`config.mk`:
```
export PLATFORM = sky130hd
export DESIGN_NAME = writeback_stage
export DESIGN_NICKNAME = d
export VERILOG_FILES = /design/src/rtl/writeback_stage.sv
export SDC_FILE = /design/constraint.sdc
export NUM_CORES = 1
export LEC_CHECK = 0
export BUFFER_PORTS_ARGS = -buffer_cell sky130_fd_sc_hd__clkbuf_2
export CAP_MARGIN = 20
export CORE_MARGIN = 2
export CORE_UTILIZATION = 43
export DETAILED_ROUTE_END_ITERATION = 12
export GPL_TIMING_DRIVEN = 1
export PLACE_DENSITY_LB_ADDON = 0.3
export REMOVE_ABC_BUFFERS = 1
export SYNTH_ARGS = -nofsm -noshare
export SYNTH_HDL_FRONTEND = slang
export SYNTH_SLANG_ARGS = --single-unit
```
`constraint.sdc`:
```
create_clock -name clk -period 2.5 [get_ports clk]
set_clock_uncertainty 0.05 [all_clocks]
set_input_delay 0.25 -clock clk [delete_from_list [all_inputs] [get_ports clk]]
set_output_delay 0.25 -clock clk [all_outputs]
set_load 0.03 [all_outputs]
```
`src/rtl/writeback_stage.sv`:
```
// MIPS MEM/WB stage: selects ALU or extended load data and drives the register-file write port.
// Optional WB_FORWARD_EN adds same-cycle read-after-write bypass compares against the write port.
module writeback_stage #(
  parameter int unsigned CNT_W = 32
) (
  input  logic             clk,
  input  logic             rst_n,
  input  logic             stall,
  input  logic             flush,
  input  logic             in_valid,
  input  logic             in_regwrite,
  input  logic             in_memtoreg,
  input  logic [4:0]       in_rd,
  input  logic [31:0]      in_aluresult,
  input  logic [31:0]      in_memdata,
  input  logic [1:0]       in_loadsize,
  input  logic             in_loadunsigned,
`ifdef WB_FORWARD_EN
  input  logic [4:0]       fwd_rs,
  input  logic [4:0]       fwd_rt,
  output logic             fwd_a_hit,
  output logic             fwd_b_hit,
`endif
  output logic             wb_valid,
  output logic [4:0]       rd,
  output logic [31:0]      writedata,
  output logic             regwrite,
  output logic             misalign,
  output logic [CNT_W-1:0] retired
);

  localparam logic [1:0] SizeWord = 2'b00;
  localparam logic [1:0] SizeHalf = 2'b01;
  localparam logic [1:0] SizeByte = 2'b10;
  localparam logic [1:0] SizeRsvd = 2'b11;

  logic [1:0]       addrlo;
  logic [7:0]       byte_sel;
  logic [15:0]      half_sel;
  logic [31:0]      load_ext;
  logic             mis_raw;
  logic [31:0]      writedata_d;
  logic             regwrite_d;

  logic             valid_q;
  logic [4:0]       rd_q;
  logic [31:0]      writedata_q;
  logic             regwrite_q;
  logic             misalign_q;
  logic [CNT_W-1:0] retired_q;

  assign addrlo = in_aluresult[1:0];

  // Big-endian lanes: the lowest address owns the most significant byte.
  always_comb begin
    byte_sel = in_memdata[31:24];
    unique case (addrlo)
      2'd0: byte_sel = in_memdata[31:24];
      2'd1: byte_sel = in_memdata[23:16];
      2'd2: byte_sel = in_memdata[15:8];
      2'd3: byte_sel = in_memdata[7:0];
      default: byte_sel = in_memdata[31:24];
    endcase
    half_sel = addrlo[1] ? in_memdata[15:0] : in_memdata[31:16];
  end

  always_comb begin
    load_ext = in_memdata;
    case (in_loadsize)
      SizeByte: load_ext = in_loadunsigned ? {24'd0, byte_sel} : {{24{byte_sel[7]}}, byte_sel};
      SizeHalf: load_ext = in_loadunsigned ? {16'd0, half_sel} : {{16{half_sel[15]}}, half_sel};
      default:  load_ext = in_memdata;
    endcase
  end

  always_comb begin
    mis_raw = 1'b0;
    if (in_memtoreg) begin
      if (in_loadsize == SizeHalf) begin
        mis_raw = addrlo[0];
      end else if (in_loadsize == SizeWord || in_loadsize == SizeRsvd) begin
        mis_raw = (addrlo != 2'd0);
      end
    end
    if (!in_memtoreg) begin
      writedata_d = in_aluresult;
    end else if (mis_raw) begin
      writedata_d = in_memdata;
    end else begin
      writedata_d = load_ext;
    end
    regwrite_d = in_valid & in_regwrite & (in_rd != 5'd0) & ~mis_raw;
  end

  always_ff @(posedge clk) begin
    if (!rst_n) begin
      valid_q     <= 1'b0;
      rd_q        <= 5'd0;
      writedata_q <= 32'd0;
      regwrite_q  <= 1'b0;
      misalign_q  <= 1'b0;
      retired_q   <= '0;
    end else if (flush) begin
      // Bubble: rd and writedata keep their last values.
      valid_q    <= 1'b0;
      regwrite_q <= 1'b0;
      misalign_q <= 1'b0;
    end else if (!stall) begin
      valid_q     <= in_valid;
      rd_q        <= in_rd;
      writedata_q <= writedata_d;
      regwrite_q  <= regwrite_d;
      misalign_q  <= in_valid & mis_raw;
      if (in_valid) begin
        retired_q <= retired_q + CNT_W'(1);
      end
    end
  end

  assign wb_valid  = valid_q;
  assign rd        = rd_q;
  assign writedata = writedata_q;
  assign regwrite  = regwrite_q;
  assign misalign  = misalign_q;
  assign retired   = retired_q;

`ifdef WB_FORWARD_EN
  assign fwd_a_hit = regwrite_q & (rd_q == fwd_rs);
  assign fwd_b_hit = regwrite_q & (rd_q == fwd_rt);
`endif

endmodule

```
==> impl_metrics.json, run 1 <==
{
  "place.gp.congestion": 0.850,
  "grt_pass1_wl_um": 18900,
  "ant_nets": 0,
  "ys_top_cells_by_area": "dfxtp_1 (36%), o21ai_0 (5.5%), nand2_1 (5.0%), a21oi_1 (4.0%), o2111ai_1 (3.7%)",
  "yosys_register_bits": 72,
  "port_buffers": 150,
  "synthToLayoutAreaGrowth_pct": 25.9,
  "layout.nets": 695,
  "rows": 35,
  "critPathCaptureType": "register",
  "grt_max_degree": 55,
  "drt_iter0_drc": 243,
  "synthArstFlopShare_pct": 0,
  "relSlewSlack_pct": 50.5,
  "synth.distinct_cells": 59,
  "gr-usage-all-layers_pct": 23.1,
  "synth_seq_area_share_pct": 35.9,
  "synth-main-ff-cell": "dfxtp_1",
  "die_y_um": 101,
  "synth_top_area_cell": "dfxtp_1",
  "placed_cells": 713,
  "crit_path_max_incr_delay_ns": 0.52,
  "ioPinCount": 151,
  "rsz0062_at_grt": "false",
  "synth_area_um2": 4020,
  "via_per_inst": 5.94,
  "cts_tree": "done",
  "status": "finished, final reports clean",
  "path_max_fanout": 8,
  "synth_top_area_share_pct": 35.9,
  "ir_drop_v": 0.000357,
  "final-seq-area_um2": 1440,
  "avgSynthCellArea_um2": 8.34,
  "multi_input_area_um2": 2340,
  "setup_viol": 0,
  "cts_buffer_depth": 2,
  "finalWirelength_um": 12100,
  "first_pass_iters": 4,
  "die_x_um": 101,
  "clkTransAtPathRegs_ns": 0.08,
  "setup_tns_ns": 0,
  "r2r_slack_ns": 0.23,
  "p_leak_nw": 2.09,
  "vias": 4330,
  "core_area_um2": 9150,
  "hold_viol": 0,
  "start_util_pct": 43.9,
  "max_freq_ghz": 0.440,
  "power.density_nw_per_um2": 561,
  "first_global_vias": 3899,
  "ctsResizeCount": 0,
  "layout-drive-gt1-share_pct": 33.8,
  "post_drt_wl_per_cell_um": 16.6,
  "worstMarginPinSlew_ns": 0.740,
  "timing.final.crit_share_pct": 90.9,
  "slew_viol_final": 0,
  "cts_root_buf": "clkbuf_8",
  "min_period_ns": 2.27,
  "drv_cap": 0,
  "antenna_found_initial": 0,
  "dpl.hpwl_um": 8800,
  "final_cells": 729,
  "drc": 0,
  "n_fill_cell": 868,
  "cp_data_required_time_ns": 2.67,
  "synth-edff-count": 0,
  "cts_inserted_buffers": 9,
  "cts-htree-levels": 3,
  "globalRoute.totalOverflow": 0,
  "cts.sinks": 72,
  "postCtsSetupBuffers": 0,
  "slowest_stage": "nor3b_2",
  "hp-class": "in -> reg",
  "clock_insertion_delay_worst_skew_ns": 0.35,
  "die_area_um2": 10100,
  "crit_path_start_kind": "register",
  "worstSetupPathType": "reg -> reg",
  "crit_arrival_ns": 2.44,
  "syn_inst": 482,
  "yosys_warnings": 0,
  "diodes": 0,
  "crit_chain": "ha_1 -> nor3b_2 -> nand4_1 -> o311ai_0 -> o41ai_1",
  "cts_hold_buf": 0
}
## logic make-up after synthesis
group	count (synthesis)	share of synthesized area [%]
compound gates	169	29.7
mux	14	3.96
xor+xnor	12	2.62
flops	72	35.9
buf+inv	57	6.10
fa+ha+maj	3	0.934
simple gates	155	20.8
## per-layer routing
layer	GRT usage, %	wire length [um]	vias up
met5	0	0	-
met2	36.4	5720	135
met1	31.4	5440	2081
li1	-	-	2093
met4	8.43	246	0
met3	4.65	679	21
## power breakdown
| group | total [mW] | internal (mW) | switching [mW] |
|---|---|---|---|
| Combinational | 0.489 | 0.175 | 0.314 |
| Clock | 1.14 | 0.665 | 0.472 |
| Sequential | 1.21 | 1.19 | 0.0249 |
## synthesized netlist by cell type, types with 2 or more instances
cell	count
o311ai_0	7
inv_1	16
o31ai_1	6
a221oi_1	3
nor3_1	7
and3_1	2
o21ai_0	44
xor2_1	9
nand2b_1	9
o2111ai_1	17
or3_1	4
dfxtp_1	72
a222oi_1	2
nor4_1	2
o41ai_1	7
nor2_1	22
a21oi_1	32
and2_1	5
buf_6	2
and4_1	5
nand2_1	54
o221ai_1	2
nand4_1	12
or4_1	7
o21a_1	4
nor2b_1	4
o221a_2	10
nor3b_1	2
ha_1	3
o211ai_1	16
a21o_1	6
mux2i_1	2
clkbuf_1	26
mux2_2	11
a31oi_1	3
nand3_1	10
a32oi_1	4
xnor2_1	3
buf_2	10
## cell usage in the layout, fill, tap and decap left out, types with 3 or more instances in the layout
cell type	n
nand3_1	10
nor3_1	7
clkbuf_2	150
a31oi_1	3
o221a_2	10
and2_1	5
o311ai_0	7
o41ai_1	7
xor2_1	9
dfxtp_1	72
ha_1	3
inv_1	16
a21o_1	6
o21ai_0	44
mux2_2	11
nand4_1	12
xnor2_1	3
nor2b_1	4
o2111ai_1	17
o21a_1	4
a32oi_1	4
a221oi_1	3
nand2_1	54
buf_4	9
or4_1	7
and4_1	5
nand2b_1	9
nor2_1	20
o211ai_1	16
a21oi_1	32
or3_1	4
clkbuf_8	9
bufinv_16	3
o31ai_1	6
## worst max-delay path, delay by kind of cell, from the launching register on
family	cells	cell delay (ns)
AO/OA/AOI/OAI	2	0.57
AND/OR/NAND/NOR	2	0.89
adder cells (fa/ha/maj)	1	0.21
flip-flops	1	0.43
## worst paths after layout
| kind | startpoint | endpoint | cells after the start |
|---|---|---|---|
| max | retired[0]$_SDFFE_PN0P_ | retired[30]$_SDFFE_PN0P_ | 5 |
| min reg2reg | misalign$_SDFFE_PP0N_ | misalign$_SDFFE_PP0N_ | 2 |
| min | in_rd[2] | rd[2]$_SDFFE_PN0P_ | 3 |
| max reg2reg | retired[0]$_SDFFE_PN0P_ | retired[30]$_SDFFE_PN0P_ | 5 |
## state kept, by name, summed over array words and instances (netlist names)
signal,count
writedata,32
wb_valid,1
retired,32
misalign,1
rd,5
regwrite,1
## stage by stage
stage	area, um^2	total power [mW]	util (%)	hold slack, ns	setup WS, ns
3_5_place_dp	4820	1.72	52.6	0.399	0.247
5_1_grt	5060	2.96	55.3	0.0737	0.0175
2_1_floorplan	3840	1.50	-	0.322	0.132
4_1_cts	5060	2.86	55.3	0.0658	0.231
6_report	5060	2.84	55.3	0.0787	0.228
3_3_place_gp	4820	1.71	52.6	0.394	0.461
## area by class of cell
| type | count | share of cell area (%) |
|---|---|---|
| multi-input combinational | 353 | 46.2 |
| sequential | 72 | 28.5 |
| timing repair buffer | 160 | 16.6 |
| tap | 111 | 2.74 |
| clock buffer | 9 | 2.45 |
| clock inverter | 7 | 2.32 |
| inverter | 17 | 1.26 |
(Power assumes the default switching activity.)
==> run 2: changes to the inputs <==
Settings changed: ABC_AREA set to 1.
==> run 2 against run 1 <==
Compared with the run above:
- core utilization shrank 1.5 points
- combinational power up 7.6%
- critical path depth increased by 4
- via count is 16% higher
- design area is 9.3% higher
- worst setup slack gained 0.59 ns
- sequential cell count is the same
- worst hold slack better by 0.0049 ns
- global-route usage increased by 0.27 points
- sequential share of layout area shrank 2.4 points
- maximum frequency increased by 35%
- die area is 12% higher
- largest cell class unchanged
==> impl_metrics.json, run 2 <==
{
  "min_period_ns": 1.69,
  "grt_max_degree": 53,
  "timing.final.crit_share_pct": 67.5,
  "cp-startpoint": "retired[0]$_SDFFE_PN0P_",
  "drt_iter0_drc": 182,
  "drc": 0,
  "path_max_fanout": 5,
  "crit_arrival_ns": 1.91,
  "start_util_pct": 44.0,
  "r2r_slack_ns": 0.81,
  "ir_drop_v": 0.000338,
  "layout.nets": 978,
  "globalRoute.totalOverflow": 0,
  "reg2regPathDepth": 9,
  "drv_cap": 0,
  "vias": 5003,
  "yosys_register_bits": 72,
  "relSlewSlack_pct": 55.2,
  "layout_commonest_cell": "nand2_1",
  "crit_path_end": "retired[20]$_SDFFE_PN0P_",
  "synthToLayoutAreaGrowth_pct": 22.3,
  "avgSynthCellArea_um2": 5.97,
  "synth_top_area_cell": "dfxtp_1",
  "postCtsSetupBuffers": 0,
  "cts.sinks": 72,
  "grt_pass1_wl_um": 21500,
  "worstMarginPinSlew_ns": 0.668,
  "placed_area_um2": 5380,
  "final_cells": 1036,
  "die_x_um": 107,
  "final_cell_mix": "nand2_1 (235), nor2_1 (154), clkbuf_2 (150)",
  "rsz0062_at_grt": "false",
  "slew_viol_final": 0,
  "diodes": 0,
  "synth.most_common_cell": "nand2_1",
  "synth.distinct_cells": 31,
  "port_buffers": 150,
  "cts_inserted_buffers": 9,
  "layout-drive-gt1-share_pct": 22.9,
  "finalWirelength_um": 12800,
  "cts_tree": "done",
  "synth_top_area_share_pct": 31.9,
  "ys_top_cells_by_area": "dfxtp_1 (32%), nand2_1 (20%), nor2_1 (13%), a21oi_1 (7.3%), nand3_1 (5.0%)",
  "placed_cells": 1021,
  "synth-edff-count": 0,
  "synth_area_um2": 4520,
  "synthTopCellsByCount": "nand2_1 (235), nor2_1 (154), dfxtp_1 (72)",
  "finalInstanceArea_um2": 5530,
  "ant_nets": 0,
  "p_total_mw": 2.52,
  "cts-htree-levels": 3,
  "post_drt_wl_per_cell_um": 12.4,
  "worstSetupPathType": "reg -> reg",
  "final-seq-area_um2": 1440,
  "dpl.hpwl_um": 9790,
  "synthArstFlopShare_pct": 0,
  "hp-class": "in -> reg",
  "p_leak_nw": 2.56,
  "status": "finished, final reports clean",
  "cts_buffer_depth": 2,
  "r2r_end": "retired[20]$_SDFFE_PN0P_",
  "max_freq_ghz": 0.593,
  "syn_inst": 757,
  "clkTransAtPathRegs_ns": 0.07,
  "hold_viol": 0,
  "core_area_um2": 10300,
  "via_per_inst": 4.83,
  "die_y_um": 107,
  "place.gp.congestion": 0.919,
  "first_global_vias": 4712,
  "r2r-start": "retired[0]$_SDFFE_PN0P_",
  "multi_input_area_um2": 2700,
  "gr-usage-all-layers_pct": 23.4,
  "antenna_found_initial": 0,
  "synth_seq_area_share_pct": 31.9,
  "synth-main-ff-cell": "dfxtp_1",
  "ioPinCount": 151,
  "cp_data_required_time_ns": 2.72,
  "setup_viol": 0,
  "crit_path_start_kind": "register",
  "setup_tns_ns": 0,
  "critPathCaptureType": "register",
  "first_pass_iters": 4,
  "die_area_um2": 11300,
  "power.density_nw_per_um2": 455,
  "ctsResizeCount": 0,
  "n_fill_cell": 1106,
  "rows": 37,
  "yosys_warnings": 0,
  "clock_insertion_delay_worst_skew_ns": 0.35,
  "cts_hold_buf": 0,
  "cts_root_buf": "clkbuf_8"
}
run 2: per-layer routing:
layer | up-vias | track usage (%) | part of all wire (%)
li1 | 2665 | - | -
met1 | 2168 | 27.2 | 43
met2 | 146 | 40.2 | 47
met3 | 24 | 8.09 | 8.4
met4 | 0 | 7.70 | 1.9
met5 | - | 0 | 0
run 2: cells by family after synthesis:
kind of cell | count (synthesis) | synth area share, %
XOR/XNOR | 8 | 1.55
AND/OR/NAND/NOR | 470 | 43.5
flip-flops | 72 | 31.9
adder cells (fa/ha/maj) | 3 | 0.830
buffers and inverters | 93 | 8.50
AO/OA/AOI/OAI | 111 | 13.7
run 2: area by class of cell:
type | instances | area share (%)
Multi-Input combinational cell | 592 | 48.7
Sequential cell | 72 | 26.1
Timing Repair Buffer | 162 | 15.4
Inverter | 59 | 4.01
Tap cell | 136 | 3.08
Clock buffer | 14 | 2.58
Clock inverter | 1 | 0.0905
run 2: worst max-delay path: stages (launching register included):
cell,delay (ns)
dfxtp_1,0.42
ha_1,0.33
nand3_4,0.13
nor2_4,0.13
nand3_2,0.14
nor2_4,0.16
nand2_1,0.07
nand2_1,0.06
nand2_1,0.04
nor2_1,0.09
run 2: report_power, final:
group          switching [mW]  internal, mW  total [mW]
clock network           0.429         0.356       0.786
logic                   0.344         0.182       0.526
registers              0.0214          1.19        1.21
total                   0.795          1.72        2.52
run 2: worst min-delay path by stage:
stage	from	end	cells past startpoint
3_3_place_gp	writedata[18]$_SDFFE_PN0P_	writedata[18]$_SDFFE_PN0P_	2
4_1_cts	in_rd[2]	rd[2]$_SDFFE_PN0P_	3
2_1_floorplan	rst_n	retired[19]$_SDFFE_PN0P_	2
6_report	in_rd[2]	rd[2]$_SDFFE_PN0P_	3
5_1_grt	in_rd[1]	rd[1]$_SDFFE_PN0P_	3
3_5_place_dp	writedata[5]$_SDFFE_PN0P_	writedata[5]$_SDFFE_PN0P_	2
run 2: metrics by stage:
step | hold slack (ns) | worst slack, ns | util (%)
2_1_floorplan | 0.321 | 0.520 | -
3_3_place_gp | 0.409 | 0.638 | 52.4
3_5_place_dp | 0.408 | 0.599 | 52.4
4_1_cts | 0.0697 | 0.829 | 53.8
5_1_grt | 0.0725 | 0.687 | 53.8
6_report | 0.0836 | 0.813 | 53.8
==> run 3: changes to the inputs <==
Settings changed: ABC_AREA 1 to 0.
Clock period 2.5 ns to 1.66 ns, I/O delays scaled along.
==> run 3 against run 2 <==
Compared with the run above:
- the run now ends with setup timing left
- sequential power up 50%
- critical endpoint is now retired[22]$_SDFFE_PN0P_
- largest power group unchanged
- via count fell by 7.8%
- count of clock-buffer cells in the layout down 3
- core utilization grew 9.3 points
- critical path depth decreased by 5
- highest routed layer unchanged
==> impl_metrics.json, run 3 (synthesis results as in run 1) <==
{
  "status": "finished, violations left",
  "violations": "setup timing",
  "setup_tns_ns": -0.0327,
  "place.gp.congestion": 0.840,
  "die_y_um": 101,
  "worstMarginPinSlew_ns": 0.476,
  "ant_nets": 0,
  "post_drt_wl_per_cell_um": 16.8,
  "layout.nets": 759,
  "grt_max_degree": 56,
  "diodes": 0,
  "drt_iter0_drc": 320,
  "setup_viol": 3,
  "cts_buffer_depth": 2,
  "finalInstanceArea_um2": 5780,
  "clock_insertion_delay_worst_skew_ns": 0.35,
  "first_pass_iters": 6,
  "cts-htree-levels": 3,
  "r2r-start": "retired[12]$_SDFFE_PN0P_",
  "placed_area_um2": 5200,
  "cts_root_buf": "clkbuf_8",
  "die_x_um": 101,
  "worstSetupPathType": "reg -> reg",
  "final_cell_mix": "clkbuf_2 (150), dfxtp_1 (65), buf_4 (58)",
  "post-route-util_pct": 63.1,
  "layout_commonest_cell": "clkbuf_2",
  "p_leak_nw": 2.52,
  "port_buffers": 150,
  "start_util_pct": 43.9,
  "reg2regPathDepth": 4,
  "crit_arrival_ns": 1.91,
  "via_per_inst": 5.82,
  "finalWirelength_um": 13300,
  "drv_cap": 0,
  "hold_viol": 0,
  "timing.final.crit_share_pct": 101,
  "crit_path_end": "retired[22]$_SDFFE_PN0P_",
  "die_area_um2": 10100,
  "ioPinCount": 151,
  "vias": 4612,
  "synthToLayoutAreaGrowth_pct": 43.8,
  "path_max_fanout": 5,
  "min_period_ns": 1.68,
  "power.density_nw_per_um2": 761,
  "cts_tree": "done",
  "rows": 35,
  "globalRoute.totalOverflow": 0,
  "core_area_um2": 9150,
  "antenna_found_initial": 0,
  "max_freq_ghz": 0.595,
  "layout-drive-gt1-share_pct": 43.0,
  "grt_pass1_wl_um": 20600,
  "relSlewSlack_pct": 68.3,
  "critPathCaptureType": "register",
  "cts.sinks": 72,
  "cp_data_required_time_ns": 1.89,
  "slew_viol_final": 0,
  "dpl.hpwl_um": 9440,
  "cts_inserted_buffers": 9,
  "layout_setup_ws_ns": -0.0198,
  "cp-startpoint": "retired[12]$_SDFFE_PN0P_",
  "hp-class": "in -> reg",
  "gr-usage-all-layers_pct": 25.0,
  "r2r_slack_ns": -0.02,
  "drc": 0,
  "r2r_end": "retired[22]$_SDFFE_PN0P_",
  "ir_drop_v": 0.000417,
  "clkTransAtPathRegs_ns": 0.08,
  "first_global_vias": 4382,
  "min_from": "in_rd[1]",
  "rsz0062_at_grt": "true",
  "crit_path_start_kind": "register"
}
[run 3: repair_timing]
action / 4_1_cts / 5_1_grt
hold endpoints to repair: 4 / 0
hold buffers: 4 / 0
endpoints found under the setup margin: 16 / 18
setup buffers: 3 / 6
gates cloned: 1 / 1
pin swaps: 4 / 8
gates resized for setup: 17 / 33
[run 3: critical path, cell delays in order, from the launching register on]
cell and delay, ns:
dfxtp_1 0.34, and4_4 0.31, nand4_4 0.19, or4_1 0.55
a21oi_1 0.17
[run 3: per-layer routing]
layer,wire length (um),share of wire (%),vias to the layer above,global-route usage [%]
li1,-,-,2231,-
met1,5870,44,2180,32.6
met2,6350,48,178,41.1
met3,829,6.2,23,5.20
met4,253,1.9,0,8.85
met5,0,0,-,0
[run 3: cell type report]
| type | instances | area (um^2) |
|---|---|---|
| fillers | 822 | 3370 |
| well taps | 111 | 139 |
| clock buffers | 11 | 151 |
| flip-flops and latches | 72 | 1450 |
| multi-input cells | 355 | 2510 |
| repair buffers | 222 | 1360 |
| inverters | 17 | 63.8 |
| clock inverters | 5 | 103 |
[run 3: report_power, final]
group / internal, mW / switching, mW
Combinational: 0.310 / 0.491
Sequential: 1.79 / 0.0359
Clock: 1.08 / 0.694
[run 3: how the worst min path moves through the flow]
stage | endpoint | slack, ns | depth (start not counted)
3_5_place_dp | rd[3]$_SDFFE_PN0P_ | 0.36 | 3
2_1_floorplan | retired[2]$_SDFFE_PN0P_ | 0.24 | 1
5_1_grt | regwrite$_SDFFE_PP0N_ | 0.05 | 3
6_report | rd[1]$_SDFFE_PN0P_ | 0.02 | 3
4_1_cts | rd[1]$_SDFFE_PN0P_ | 0.02 | 3
3_3_place_gp | rd[2]$_SDFFE_PN0P_ | 0.35 | 3
[run 3: stage by stage]
| step | setup WS, ns | cells | total power, mW | hold slack [ns] |
|---|---|---|---|---|
| 2_1_floorplan | -0.624 | 442 | 2.26 | 0.238 |
| 3_3_place_gp | -0.163 | 761 | 2.62 | 0.348 |
| 3_5_place_dp | -0.158 | 762 | 2.64 | 0.359 |
| 4_1_cts | 0.00385 | 786 | 4.40 | 0.0165 |
| 5_1_grt | -0.0727 | 793 | 4.57 | 0.0496 |
| 6_report | -0.0198 | 793 | 4.40 | 0.0160 |
